$ cat config.mk
export PLATFORM = sky130hd
export DESIGN_NAME = seg_scan_reader
export DESIGN_NICKNAME = d
export VERILOG_FILES = /design/src/rtl/seg_scan_reader.sv
export SDC_FILE = /design/constraint.sdc
export NUM_CORES = 1
export LEC_CHECK = 0
export ABC_AREA = 1
export CAP_MARGIN = 30
export CORE_ASPECT_RATIO = 0.5
export CORE_MARGIN = 2
export CORE_UTILIZATION = 55
export DETAILED_ROUTE_END_ITERATION = 8
export GPL_TIMING_DRIVEN = 0
export PLACE_DENSITY = 0.77
export SLEW_MARGIN = 20
export SYNTH_ARGS = -nofsm -noshare
export SYNTH_HDL_FRONTEND = slang
export SYNTH_SLANG_ARGS = --single-unit
export TNS_END_PERCENT = 5
$ cat constraint.sdc
create_clock -name CLK -period 4.46 [get_ports CLK]
set_clock_uncertainty 0.15 [all_clocks]
set_input_delay 0.446 -clock CLK [delete_from_list [all_inputs] [get_ports CLK]]
set_output_delay 0.446 -clock CLK [all_outputs]
set_load 0.01 [all_outputs]
$ cat src/rtl/seg_scan_reader.sv
// seg_scan_reader
// Recovers the hex digits shown on a multiplexed 4-digit, 7-segment display.
// The reader watches the digit-select and segment lines and waits for each
// digit selection to settle before it takes one sample per visit. A value is
// accepted only after it has been seen on several consecutive visits of the
// same digit.
module seg_scan_reader #(
    parameter int SETTLE = 4,   // clocks to wait after a digit-select change (0..15)
    parameter int STABLE = 3    // identical samples required before commit (1..3)
) (
    input  logic        CLK,
    input  logic        RESETN,
    input  logic [3:0]  DIG,
    input  logic [6:0]  SEG,
    output logic [15:0] HEX,
    output logic [3:0]  VALID,
    output logic        UPD,
    output logic        BAD
);

    localparam logic [3:0] SETTLE_LOAD = 4'(SETTLE);
    localparam logic [1:0] STABLE_MIN  = 2'(STABLE);

    typedef enum logic [1:0] {
        S_IDLE,
        S_SETTLE,
        S_SAMPLE,
        S_HOLD
    } state_t;

    // With no settle time a new selection goes straight to sampling.
    localparam state_t START_STATE = (SETTLE == 0) ? S_SAMPLE : S_SETTLE;

    // ------------------------------------------------------------------
    // Input capture
    // ------------------------------------------------------------------
    logic [3:0] dig_q;
    logic [3:0] dig_last;   // dig_q one clock earlier, for change detection
    logic [6:0] seg_q;

    // Register the display lines once; everything downstream uses dig_q/seg_q.
    always_ff @(posedge CLK or negedge RESETN) begin
        if (!RESETN) begin
            dig_q    <= '0;
            dig_last <= '0;
            seg_q    <= '0;
        end else begin
            dig_q    <= DIG;
            dig_last <= dig_q;
            seg_q    <= SEG;
        end
    end

    logic       dig_onehot;
    logic       dig_change;
    logic [1:0] dig_idx;

    assign dig_onehot = (dig_q != 4'd0) && ((dig_q & (dig_q - 4'd1)) == 4'd0);
    assign dig_change = (dig_q != dig_last);

    // Encode the selected digit; only meaningful when dig_onehot is set.
    always_comb begin
        dig_idx = 2'd0;
        for (int i = 0; i < 4; i++) begin
            if (dig_q[i]) begin
                dig_idx = 2'(i);
            end
        end
    end

    // ------------------------------------------------------------------
    // Scan-tracking state machine
    // ------------------------------------------------------------------
    state_t     state;
    logic [3:0] settle_cnt;
    logic [1:0] sel;        // digit latched when the current visit started
    logic       restart;
    logic       to_idle;
    logic       sample_fire;

    // A new legal selection (re)starts the settle wait from any state; in
    // IDLE any one-hot value counts, since IDLE is only entered on a non-one-hot one.
    assign restart = (state == S_IDLE) ? dig_onehot : (dig_change && dig_onehot);
    assign to_idle = (state != S_IDLE) && dig_change && !dig_onehot;

    // A selection change during the sample clock means seg_q already belongs
    // to the next digit, so that sample is dropped.
    assign sample_fire = (state == S_SAMPLE) && !dig_change;

    // Track visits: settle, take exactly one sample, then hold until DIG changes.
    always_ff @(posedge CLK or negedge RESETN) begin
        if (!RESETN) begin
            state      <= S_IDLE;
            settle_cnt <= '0;
            sel        <= '0;
        end else if (restart) begin
            state      <= START_STATE;
            settle_cnt <= SETTLE_LOAD;
            sel        <= dig_idx;
        end else if (to_idle) begin
            state      <= S_IDLE;
        end else begin
            case (state)
                S_SETTLE: begin
                    if (settle_cnt <= 4'd1) begin
                        settle_cnt <= '0;
                        state      <= S_SAMPLE;
                    end else begin
                        settle_cnt <= settle_cnt - 4'd1;
                    end
                end
                S_SAMPLE: state <= S_HOLD;
                default:  state <= state;
            endcase
        end
    end

    // ------------------------------------------------------------------
    // Segment decode
    // ------------------------------------------------------------------
    // Result layout: {legal, blank, nibble}.
    function automatic logic [5:0] seg_decode(input logic [6:0] s);
        case (s)
            7'h7E:   return {2'b10, 4'h0};
            7'h30:   return {2'b10, 4'h1};
            7'h6D:   return {2'b10, 4'h2};
            7'h79:   return {2'b10, 4'h3};
            7'h33:   return {2'b10, 4'h4};
            7'h5B:   return {2'b10, 4'h5};
            7'h5F:   return {2'b10, 4'h6};
            7'h70:   return {2'b10, 4'h7};
            7'h7F:   return {2'b10, 4'h8};
            7'h7B:   return {2'b10, 4'h9};
            7'h77:   return {2'b10, 4'hA};
            7'h1F:   return {2'b10, 4'hB};
            7'h4E:   return {2'b10, 4'hC};
            7'h3D:   return {2'b10, 4'hD};
            7'h4F:   return {2'b10, 4'hE};
            7'h47:   return {2'b10, 4'hF};
            7'h00:   return {2'b11, 4'h0};
            default: return {2'b00, 4'h0};
        endcase
    endfunction

    logic       dec_legal;
    logic       dec_blank;
    logic [3:0] dec_nib;

    assign {dec_legal, dec_blank, dec_nib} = seg_decode(seg_q);

    // ------------------------------------------------------------------
    // Per-digit candidate / commit logic
    // ------------------------------------------------------------------
    logic [3:0] chg;    // per digit: committed nibble or valid bit is about to change

    genvar gi;
    generate
        for (gi = 0; gi < 4; gi++) begin : g_digit
            logic       hit;
            logic       cand_blank;
            logic [3:0] cand_nib;
            logic [1:0] cand_cnt;
            logic [3:0] nib_q;
            logic       valid_q;

            logic       cand_blank_next;
            logic [3:0] cand_nib_next;
            logic [1:0] cnt_next;
            logic [1:0] cnt_inc;
            logic [3:0] nib_next;
            logic       valid_next;

            assign hit = sample_fire && (sel == 2'(gi));

            // Fold one sample into this digit's candidate and decide on a commit.
            always_comb begin
                cand_blank_next = cand_blank;
                cand_nib_next   = cand_nib;
                cnt_next        = cand_cnt;
                nib_next        = nib_q;
                valid_next      = valid_q;
                cnt_inc         = (cand_cnt == 2'd3) ? 2'd3 : cand_cnt + 2'd1;
                if (hit) begin
                    if (!dec_legal) begin
                        // Garbage on the lines breaks the run but keeps the candidate.
                        cnt_next = 2'd0;
                    end else begin
                        if ((dec_blank == cand_blank) &&
                            (dec_blank || (dec_nib == cand_nib))) begin
                            cnt_next = cnt_inc;
                        end else begin
                            cand_blank_next = dec_blank;
                            cand_nib_next   = dec_nib;
                            cnt_next        = 2'd1;
                        end
                        if (cnt_next >= STABLE_MIN) begin
                            if (dec_blank) begin
                                // A blank digit keeps its last nibble for reference.
                                valid_next = 1'b0;
                            end else begin
                                valid_next = 1'b1;
                                nib_next   = dec_nib;
                            end
                        end
                    end
                end
            end

            // Hold this digit's candidate, run count and committed value.
            always_ff @(posedge CLK or negedge RESETN) begin
                if (!RESETN) begin
                    cand_blank <= 1'b1;
                    cand_nib   <= '0;
                    cand_cnt   <= '0;
                    nib_q      <= '0;
                    valid_q    <= 1'b0;
                end else begin
                    cand_blank <= cand_blank_next;
                    cand_nib   <= cand_nib_next;
                    cand_cnt   <= cnt_next;
                    nib_q      <= nib_next;
                    valid_q    <= valid_next;
                end
            end

            assign chg[gi]        = (nib_next != nib_q) || (valid_next != valid_q);
            assign HEX[4*gi +: 4] = nib_q;
            assign VALID[gi]      = valid_q;
        end
    endgenerate

    // ------------------------------------------------------------------
    // Event pulses, aligned with the clock on which HEX/VALID change
    // ------------------------------------------------------------------
    // UPD only for real changes; BAD for every illegal sample.
    always_ff @(posedge CLK or negedge RESETN) begin
        if (!RESETN) begin
            UPD <= 1'b0;
            BAD <= 1'b0;
        end else begin
            UPD <= |chg;
            BAD <= sample_fire && !dec_legal;
        end
    end

endmodule

==> Word-level counts from Yosys, hierarchy flattened <==
Index checks and enable logic that the tools add are counted.
{ "totals": {"mem_bits_rw": 0, "input_bits": 13, "memories": 0, "wordCells": 190, "latch_bits": 0, "out_inout_bits": 22, "ff_bits": 73, "rom_bits": 0} }
{ "classes": {"div": 0, "order_cmp": 5, "bitwise": 5, "add_sub_neg": 6, "n_reduce_logical": 40, "n_shift": 0, "n_mux": 62, "multipliers": 0, "n_eq_ne": 44} }
{ "op_table": {"columns": ["cell", "count"], "rows": [
  ["6-bit case mux with 17 select lines", 1],
  ["7-bit == test, second input constant", 12],
  ["4-bit two-way mux", 20],
  ["2-bit two-way mux", 25],
  ["7-bit by 6-bit == test with 1-bit output, second input constant", 3],
  ["4-bit != test", 5],
  ["4-bit == test", 4],
  ["1-bit two-way mux", 15],
  ["2-bit == test, second input constant", 7],
  ["1-bit logical AND", 14],
  ["3-bit AND reduction", 4],
  ["2-bit by 1-bit adder with 2-bit output, second input constant", 4],
  ["2-bit greater-or-equal comparator, second input constant", 4],
  ["1-bit logical OR", 8],
  ["4-bit nonzero test", 2],
  ["4-bit by 1-bit subtractor with 4-bit output, second input constant", 2],
  ["7-bit by 5-bit == test with 1-bit output, second input constant", 1],
  ["7-bit zero test", 1],
  ["4-bit AND", 1],
  ["1-bit == test", 4],
  ["2-bit by 1-bit == test with 1-bit output, second input constant", 2],
  ["4-bit by 1-bit less-or-equal comparator with 1-bit output, second input constant", 1],
  ["2-bit zero test", 2],
  ["4-bit zero test", 1],
  ["other kinds (9)", 19]
]} }

==> Logic depth before layout (Yosys ltp) <==
Gate-level depths: netlist of run 1.
{ "depth": {"word_depth": 15, "ltp_mapped": 22, "depth_no_buf": 22} }

==> Worst setup path before layout of run 1 <==
Ideal clock, no wire load.
{ "synth_timing": {"kind": "register to register", "startpoint": "register seg_q[1]", "endpoint": "register UPD", "slack_ps": 2126, "path_stages_with_launch": 20, "period_less_slack_ps": 2334, "setup_time_ps": 125, "arrival_time_ps": 2058, "required_time_ps": 4185, "n_path_buf": 1, "cell_sequence": "dfrtp_1 nand2_2 nor2_4 nand2_1 nand2_2 nor2_4 inv_2 nor2_4 buf_6 nor2_1 nor2_2 nand3_2 nand2_4 nand4_4 nand3_1 nand2_1 nor2_1 nand2_1 nor2_1 nand3_1"} }
{ "synth_between": {"elab_chain_len": 15, "elab_cells_between_ends": 92, "classes_between": "4 x order compare; 32 x eq/ne; 42 x mux; 14 x reduce/logical"} }
{ "synth_lines": {"columns": ["element", "line_no", "source"], "rows": [
  ["start: declaration", "39", "logic [6:0] seg_q;"],
  ["start signal: assignment", "46", "seg_q <= '0;"],
  ["start signal: assignment", "50", "seg_q <= SEG;"],
  ["7-bit == test, or another cell as far along", "123", "case (s)"],
  ["6-bit case mux with 17 select lines *", "123", null],
  ["4-bit == test", "189", "(dec_blank || (dec_nib == cand_nib))) begin"],
  ["1-bit logical OR", "189", null],
  ["1-bit logical AND", "188", "if ((dec_blank == cand_blank) &&"],
  ["2-bit two-way mux", "188", null],
  ["2-bit two-way mux", "184", "if (!dec_legal) begin"],
  ["2-bit two-way mux", "183", "if (hit) begin"],
  ["2-bit greater-or-equal comparator", "196", "if (cnt_next >= STABLE_MIN) begin"],
  ["4-bit two-way mux or 1-bit two-way mux (tied branches)", "196", null],
  ["4-bit two-way mux or 1-bit two-way mux (tied branches)", "184", null],
  ["4-bit two-way mux or 1-bit two-way mux (tied branches)", "183", null],
  ["4-bit != test or 1-bit != test (tied branches)", "226", "assign chg[gi] = (nib_next != nib_q) || (valid_next != valid_q);"],
  ["1-bit logical OR", "226", null],
  ["4-bit OR reduction *", "241", "UPD <= |chg;"],
  ["end signal: assignment", "241", null],
  ["end: declaration", "17", "output logic UPD,"]
]} }
Every way passes the cells marked *; elsewhere a longest branch is shown, timed or not. The select of a mux whose other input is x is not followed.
A chain may end at the register's enable or synchronous reset.

==> Final worst setup path of run 1 <==
Same ends and word-level chain as after synthesis.

==> results of run 1 <==
[cell usage in the layout, fill, tap and decap left out, types with 2 or more instances in the layout]
cell type / Yosys / final
nor3_1: 5 / 5
clkbuf_16: 0 / 9
o21ai_0: 42 / 42
inv_2: 9 / 9
nand2_4: 6 / 6
dfrtp_1: 69 / 69
nand3_1: 50 / 50
nand3b_1: 4 / 4
clkdlybuf4s50_1: 0 / 33
clkbuf_1: 3 / 4
nor2_2: 4 / 4
a21oi_1: 4 / 4
nand2_1: 133 / 133
buf_4: 4 / 5
clkbuf_8: 0 / 3
nand3_2: 4 / 4
xor2_1: 6 / 6
inv_1: 60 / 60
a22o_1: 3 / 3
nand2_2: 15 / 15
o21ai_1: 2 / 2
nand4_4: 2 / 2
nor3_2: 2 / 2
nor2_1: 72 / 72
o21a_1: 2 / 2
nor2_4: 10 / 10
ha_1: 5 / 5
xnor2_1: 3 / 3
nor3_4: 3 / 3
buf_2: 3 / 3
nand4_1: 14 / 14
dfstp_2: 4 / 4
o31ai_1: 2 / 2
[registers in the layout, indices dropped and copies added (netlist names), 7 cells and up]
signal            cells
g_digit.nib_q        16
g_digit.cand_nib     16
g_digit.cand_cnt      8
seg_q                 7
[cell families after synthesis]
family,synth area share [%]
AND/OR/NAND/NOR,39.1
flip-flops,42.3
buffers and inverters,7.62
AO/OA/AOI/OAI,7.74
XOR/XNOR,1.82
adder cells (fa/ha/maj),1.44
[power by group through the flow]
stage	clock [mW]	sequential, mW	combinational [mW]
floorplan	0	0.735	0.191
global placement	0	0.740	0.252
detailed placement	0	0.741	0.266
CTS	0.693	0.731	0.268
global route	0.718	0.736	0.311
finish	0.684	0.730	0.268
[area by class of cell]
cell class	count	area, sq um
multi-input combinational	404	2170
inverter	70	263
fill	641	2360
clock inverter	2	12.5
sequential	73	1830
clock buffer	13	270
timing repair buffer	36	375
tap	108	135
buffer	11	67.6
[worst max path at each step]
stage | end | slack (ns) | cells past startpoint
after floorplan | UPD$_DFF_PN0_ | 2.13 | 19
after global placement | g_digit[1].cand_nib[0]$_DFFE_PN0P_ | 0.29 | 1
after detailed placement | UPD$_DFF_PN0_ | 1.68 | 15
after CTS | UPD$_DFF_PN0_ | 1.65 | 15
after global routing | UPD$_DFF_PN0_ | 1.43 | 14
final | UPD$_DFF_PN0_ | 1.63 | 17
[metal layers]
metal / vias to the layer above / track usage [%] / share of wire (%)
met1: 1796 / 34.6 / 48
met4: 0 / 8.33 / 1.4
met2: 126 / 41.7 / 44
met5: - / 0 / 0
li1: 1901 / - / -
met3: 15 / 6.51 / 6.1
[repair_timing]
action	4_1_cts	5_1_grt
endpoints found under the hold margin	20	0
hold buffers	1	0
buffers inserted	0	0
==> results.py, run 1 <==
metrics = {
    "status": {
        "status": "finished clean",
    },
    "route": {
        "routedWlPerCell_um": 14.0,
        "ant_nets": 0,
        "routed_wl_um": 10000,
        "vias": 3838,
        "drc_errors": 0,
        "first_pass_iters": 5,
        "drt_iter0_markers": 328,
        "routed_via_density": 5.35,
    },
    "clock_tree": {
        "cts_buffers": 9,
        "clock_path_buffers": 2,
        "clock_sinks": 73,
        "path_clk_slew_ns": 0.05,
        "htreeDepth": 3,
        "cts_tree": "yes",
        "cts.repair.resized": 0,
        "cts-root-buf": "clkbuf_16",
        "clkLatencyLatePin_ns": 0.34,
    },
    "pwr": {
        "power_frac_seq_pct": 43.4,
        "p_per_area_nw_per_um2": 328,
        "power.share.clock_pct": 40.7,
        "p_sw_uw": 469,
        "finalPower_mw": 1.68,
        "combPwrFrac_pct": 15.9,
        "p_sw_share_pct": 27.9,
        "power.internal_mw": 1.21,
        "peakVddDrop_v": 0.000305,
        "leakage_nw": 2.59,
    },
    "setup_path": {
        "crit_start": "seg_q[1]$_DFF_PN0_",
        "r2r_cells": 17,
        "required_ns": 4.57,
        "path_max_fanout": 9,
        "rrSetupSlack_ns": 1.63,
        "cp.arrival_ns": 2.94,
        "cp-start-kind": "register",
        "r2r_end": "UPD$_DFF_PN0_",
        "crit_type": "reg2reg",
        "rr_startpoint": "seg_q[1]$_DFF_PN0_",
        "path_cells": "nor2_1, nand2_1, nor3_4, a21oi_1, nand4_2, nor2_8, nor3_2, nand2_2, inv_2, nand2_4, inv_2, nand3_1, nand2_1, nor2_1, nand2_1, nor2_1, nand3_1",
        "critPathTopFamily": "simple AND/OR/NAND/NOR gates",
        "crit_buf_inv": 2,
        "slowest_delay_ns": 0.42,
        "critPathSlowestCell": "dfrtp_1",
        "cp-end-kind": "register",
    },
    "cells_and_area": {
        "nets": 623,
        "fin_cells": 717,
        "area_growth_pct": 18.3,
        "diodes": 0,
        "stdcell_area_sq_um": 5130,
        "postLayoutCoreUtil_pct": 68.5,
        "layout-drive-gt1-share_pct": 14.3,
    },
    "floorplanning": {
        "rows": 22,
        "die_area_sq_um": 8650,
        "coreArea_sq_um": 7490,
        "initial_core_util_pct": 57.9,
        "num_io_pins": 35,
        "die_h_um": 66.8,
        "die-width_um": 130,
    },
    "sta": {
        "slew_viol_final": 0,
        "max_slew_margin_pct": 69.5,
        "setup_tns_ns": 0,
        "fin_crit_sh_pct": 63.4,
        "tightestPinTransition_ns": 0.454,
        "fmax_mhz": 354,
        "setup_violations": 0,
        "finalHoldViolCount": 0,
        "rsz0062_at_grt": "no",
        "holdWs_ns": 0.298,
        "period_needed_ns": 2.83,
        "fin_ws_ns": 1.63,
    },
    "yosys": {
        "synth_cell_types": 43,
        "synth_top_area_cell": "dfrtp_1",
        "yosysWarningCount": 0,
        "synth_area_per_cell_sq_um": 7.77,
        "synth-main-ff-cell": "dfrtp_1",
        "synth.most_common_cell": "nand2_1",
        "yosys.area.top_type_share_pct": 39.8,
        "syn_inst": 558,
        "ys_top_cells_by_area": "dfrtp_1 40%, nand2_1 12%, nor2_1 6.2%",
        "syn_nets": 576,
        "synth-edff-count": 0,
        "synth_area_sq_um": 4330,
        "ys_ff_latch": 73,
        "synth_common_cells": "133 x nand2_1, 72 x nor2_1, 69 x dfrtp_1, 60 x inv_1, 50 x nand3_1",
        "seq_area_frac_synth_pct": 42.3,
        "synth-async-reset-ratio_pct": 100,
    },
    "grt": {
        "gr-total-overflow": 0,
        "grt_antenna_before_repair": 0,
        "grt_usage_pct": 25.9,
        "grt_pass1_wl_um": 16800,
        "grt_max_degree": 54,
        "grt_pass1_vias": 3566,
    },
    "hold_path": {
        "min_from": "dig_q[0]$_DFF_PN0_",
        "min_path_cells": 0,
        "min_to": "dig_last[0]$_DFF_PN0_",
        "hp-class": "reg2reg",
    },
    "placement": {
        "gp_congestion": 0.913,
        "hpwlAfterDp_um": 7510,
        "dp_cells": 701,
        "pre_cts_slack_ns": 1.68,
        "place_area_sq_um": 4830,
        "numPortBuffers": 34,
    },
    "flow_run": {
        "maxCapViolCount": 0,
    },
}
(Power assumes the default switching activity.)
==> run 2: changes to the inputs <==
==> constraint.sdc (replaced) <==
create_clock -name CLK -period 2.78 [get_ports CLK]
set_clock_uncertainty 0.15 [all_clocks]
set_input_delay 0.278 -clock CLK [delete_from_list [all_inputs] [get_ports CLK]]
set_output_delay 0.278 -clock CLK [all_outputs]
set_load 0.01 [all_outputs]
==> run 2 against run 1 <==
Combinational power up 69%. Sequential power rose by 60%. Total power increased by 62%. Global-route usage up 0.21 points. Final area increased by 4.5%. Flip-flop and latch count is the same. Register-to-register slack lost 1.6 ns.
==> results.py, run 2 (synthesized netlist as in run 1, its figures left out) <==
metrics = {
    "status": {
        "status": "finished clean",
    },
    "floorplanning": {
        "die_h_um": 66.8,
        "initial_core_util_pct": 57.9,
        "die-width_um": 130,
        "num_io_pins": 35,
        "die_area_sq_um": 8650,
        "coreArea_sq_um": 7490,
        "rows": 22,
    },
    "clock_tree": {
        "cts_buffers": 9,
        "clkLatencyLatePin_ns": 0.34,
        "cts-root-buf": "clkbuf_16",
        "cts_tree": "yes",
        "clock_sinks": 73,
        "clock_path_buffers": 2,
        "htreeDepth": 3,
        "path_clk_slew_ns": 0.06,
    },
    "route": {
        "routed_via_density": 5.40,
        "dr_wl_met3_um": 631,
        "wl_met2_um": 4660,
        "m1WireLength_um": 4960,
        "drc_errors": 0,
        "drt_iter0_markers": 324,
        "highest_layer": "met4",
        "vias": 3957,
        "ant_nets": 0,
        "routed_wl_um": 10400,
        "first_pass_iters": 5,
        "routedWlPerCell_um": 14.2,
    },
    "sta": {
        "fmax_mhz": 366,
        "finalHoldViolCount": 0,
        "fin_crit_sh_pct": 98.3,
        "setup_violations": 0,
        "period_needed_ns": 2.73,
        "setup_tns_ns": 0,
        "tightestPinTransition_ns": 0.451,
        "slew_viol_final": 0,
        "rsz0062_at_grt": "yes",
        "max_slew_margin_pct": 69.7,
    },
    "pwr": {
        "leakage_nw": 2.72,
        "p_per_area_nw_per_um2": 509,
        "peakVddDrop_v": 0.000489,
        "finalPower_mw": 2.73,
    },
    "grt": {
        "grt_usage_pct": 26.1,
        "grt_max_degree": 54,
        "grt_pass1_wl_um": 17000,
        "gr-total-overflow": 0,
        "grt_pass1_vias": 3605,
        "grt_antenna_before_repair": 0,
    },
    "setup_path": {
        "path_max_fanout": 6,
        "required_ns": 2.89,
        "cp.arrival_ns": 2.85,
        "cp-start-kind": "register",
        "cp-end-kind": "register",
        "crit_type": "reg2reg",
    },
    "hold_path": {
        "hp-class": "in2async",
    },
    "cells_and_area": {
        "fill_cells": 592,
        "diodes": 0,
        "postLayoutCoreUtil_pct": 71.6,
        "layout-drive-gt1-share_pct": 19.0,
        "fin_cells": 733,
        "layout_commonest_cell": "nand2_1",
        "stdcell_area_sq_um": 5360,
        "area_growth_pct": 23.6,
        "layout_common_cells": "132 x nand2_1, 68 x dfrtp_1, 65 x nor2_1, 60 x inv_1, 45 x nand3_1",
        "nets": 639,
        "layout_top_registers": "g_digit.cand_nib: 16 flops, g_digit.nib_q: 16 flops, g_digit.cand_cnt: 8 flops",
    },
    "flow_run": {
        "maxCapViolCount": 0,
    },
    "placement": {
        "place_area_sq_um": 4830,
        "numPortBuffers": 34,
        "gp_congestion": 0.913,
        "hpwlAfterDp_um": 7510,
        "dp_cells": 701,
    },
}
[run 2: cell types whose count changed in the layout (fill, tap and decap cells not counted), sizes merged]
cell	previous run	this run
nor2	87	88
buf	10	24
clkbuf	16	17
[run 2: power by group]
group,leakage [nW],internal (mW),switching [mW]
clock,0.138,0.671,0.429
combinational,1.62,0.164,0.290
sequential,0.958,1.12,0.0492
[run 2: worst max-delay path, cell delays in order, from the launching register on]
cell and delay [ns]:
dfrtp_1 0.42, inv_2 0.12, nand2_4 0.08, nor2_4 0.22, nand2_2 0.09, nand2_2 0.08, nor2_4 0.04, buf_12 0.13
nand4_4 0.13, nor2_8 0.09, nor3_4 0.32, nand4_4 0.20, inv_2 0.10, nand2_1 0.06, or2_0 0.20, nand3_1 0.10
nor2_1 0.05, nand3_1 0.10
[run 2: repair_timing]
action / CTS / global route
endpoints found under the hold margin: 21 / 0
endpoints found under the setup margin: 1 / 6
resized for setup: 0 / 23
cloned: 0 / 1
hold buffers: 1 / 0
pin swaps: 1 / 17
buffers inserted: 2 / 13
[run 2: path summary, 6_finish.rpt]
check | from | cells after the start | to | slack (ns)
max | seg_q[4]$_DFF_PN0_ | 17 | UPD$_DFF_PN0_ | 0.05
min | RESETN | 2 | settle_cnt[1]$_DFFE_PN0P_ | 0.21
max reg2reg | seg_q[4]$_DFF_PN0_ | 17 | UPD$_DFF_PN0_ | 0.05
min reg2reg | dig_q[0]$_DFF_PN0_ | 0 | dig_last[0]$_DFF_PN0_ | 0.30
max in group asynchronous | RESETN | 3 | g_digit[0].cand_blank$_DFFE_PN1P_ | 1.66
min in group CLK | SEG[5] | 1 | seg_q[5]$_DFF_PN0_ | 0.23
[run 2: layout make-up]
type                            instances  area (sq um)  area share (%)
Buffer                                 11          73.8            1.38
Clock buffer                           13           270            5.04
Clock inverter                          2          12.5           0.234
Inverter                               70           263            4.90
Multi-Input combinational cell        405          2270            42.4
Sequential cell                        73          1830            34.2
Tap cell                              108           135            2.52
Timing Repair Buffer                   51           500            9.34
[run 2: metal layers]
| metal | vias up | GRT usage, % |
|---|---|---|
| met3 | 19 | 6.67 |
| li1 | 1935 | - |
| met5 | - | 0 |
| met2 | 135 | 42.2 |
| met1 | 1868 | 34.5 |
| met4 | 0 | 8.87 |
[run 2: stage by stage]
stage	worst slack, ns	hold WS [ns]
floorplan	0.446	-0.168
detailed placement	-0.00268	0.0312
global placement	-1.22	0.285
finish	0.0460	0.215
global route	-0.101	0.214
CTS	0.00733	0.218
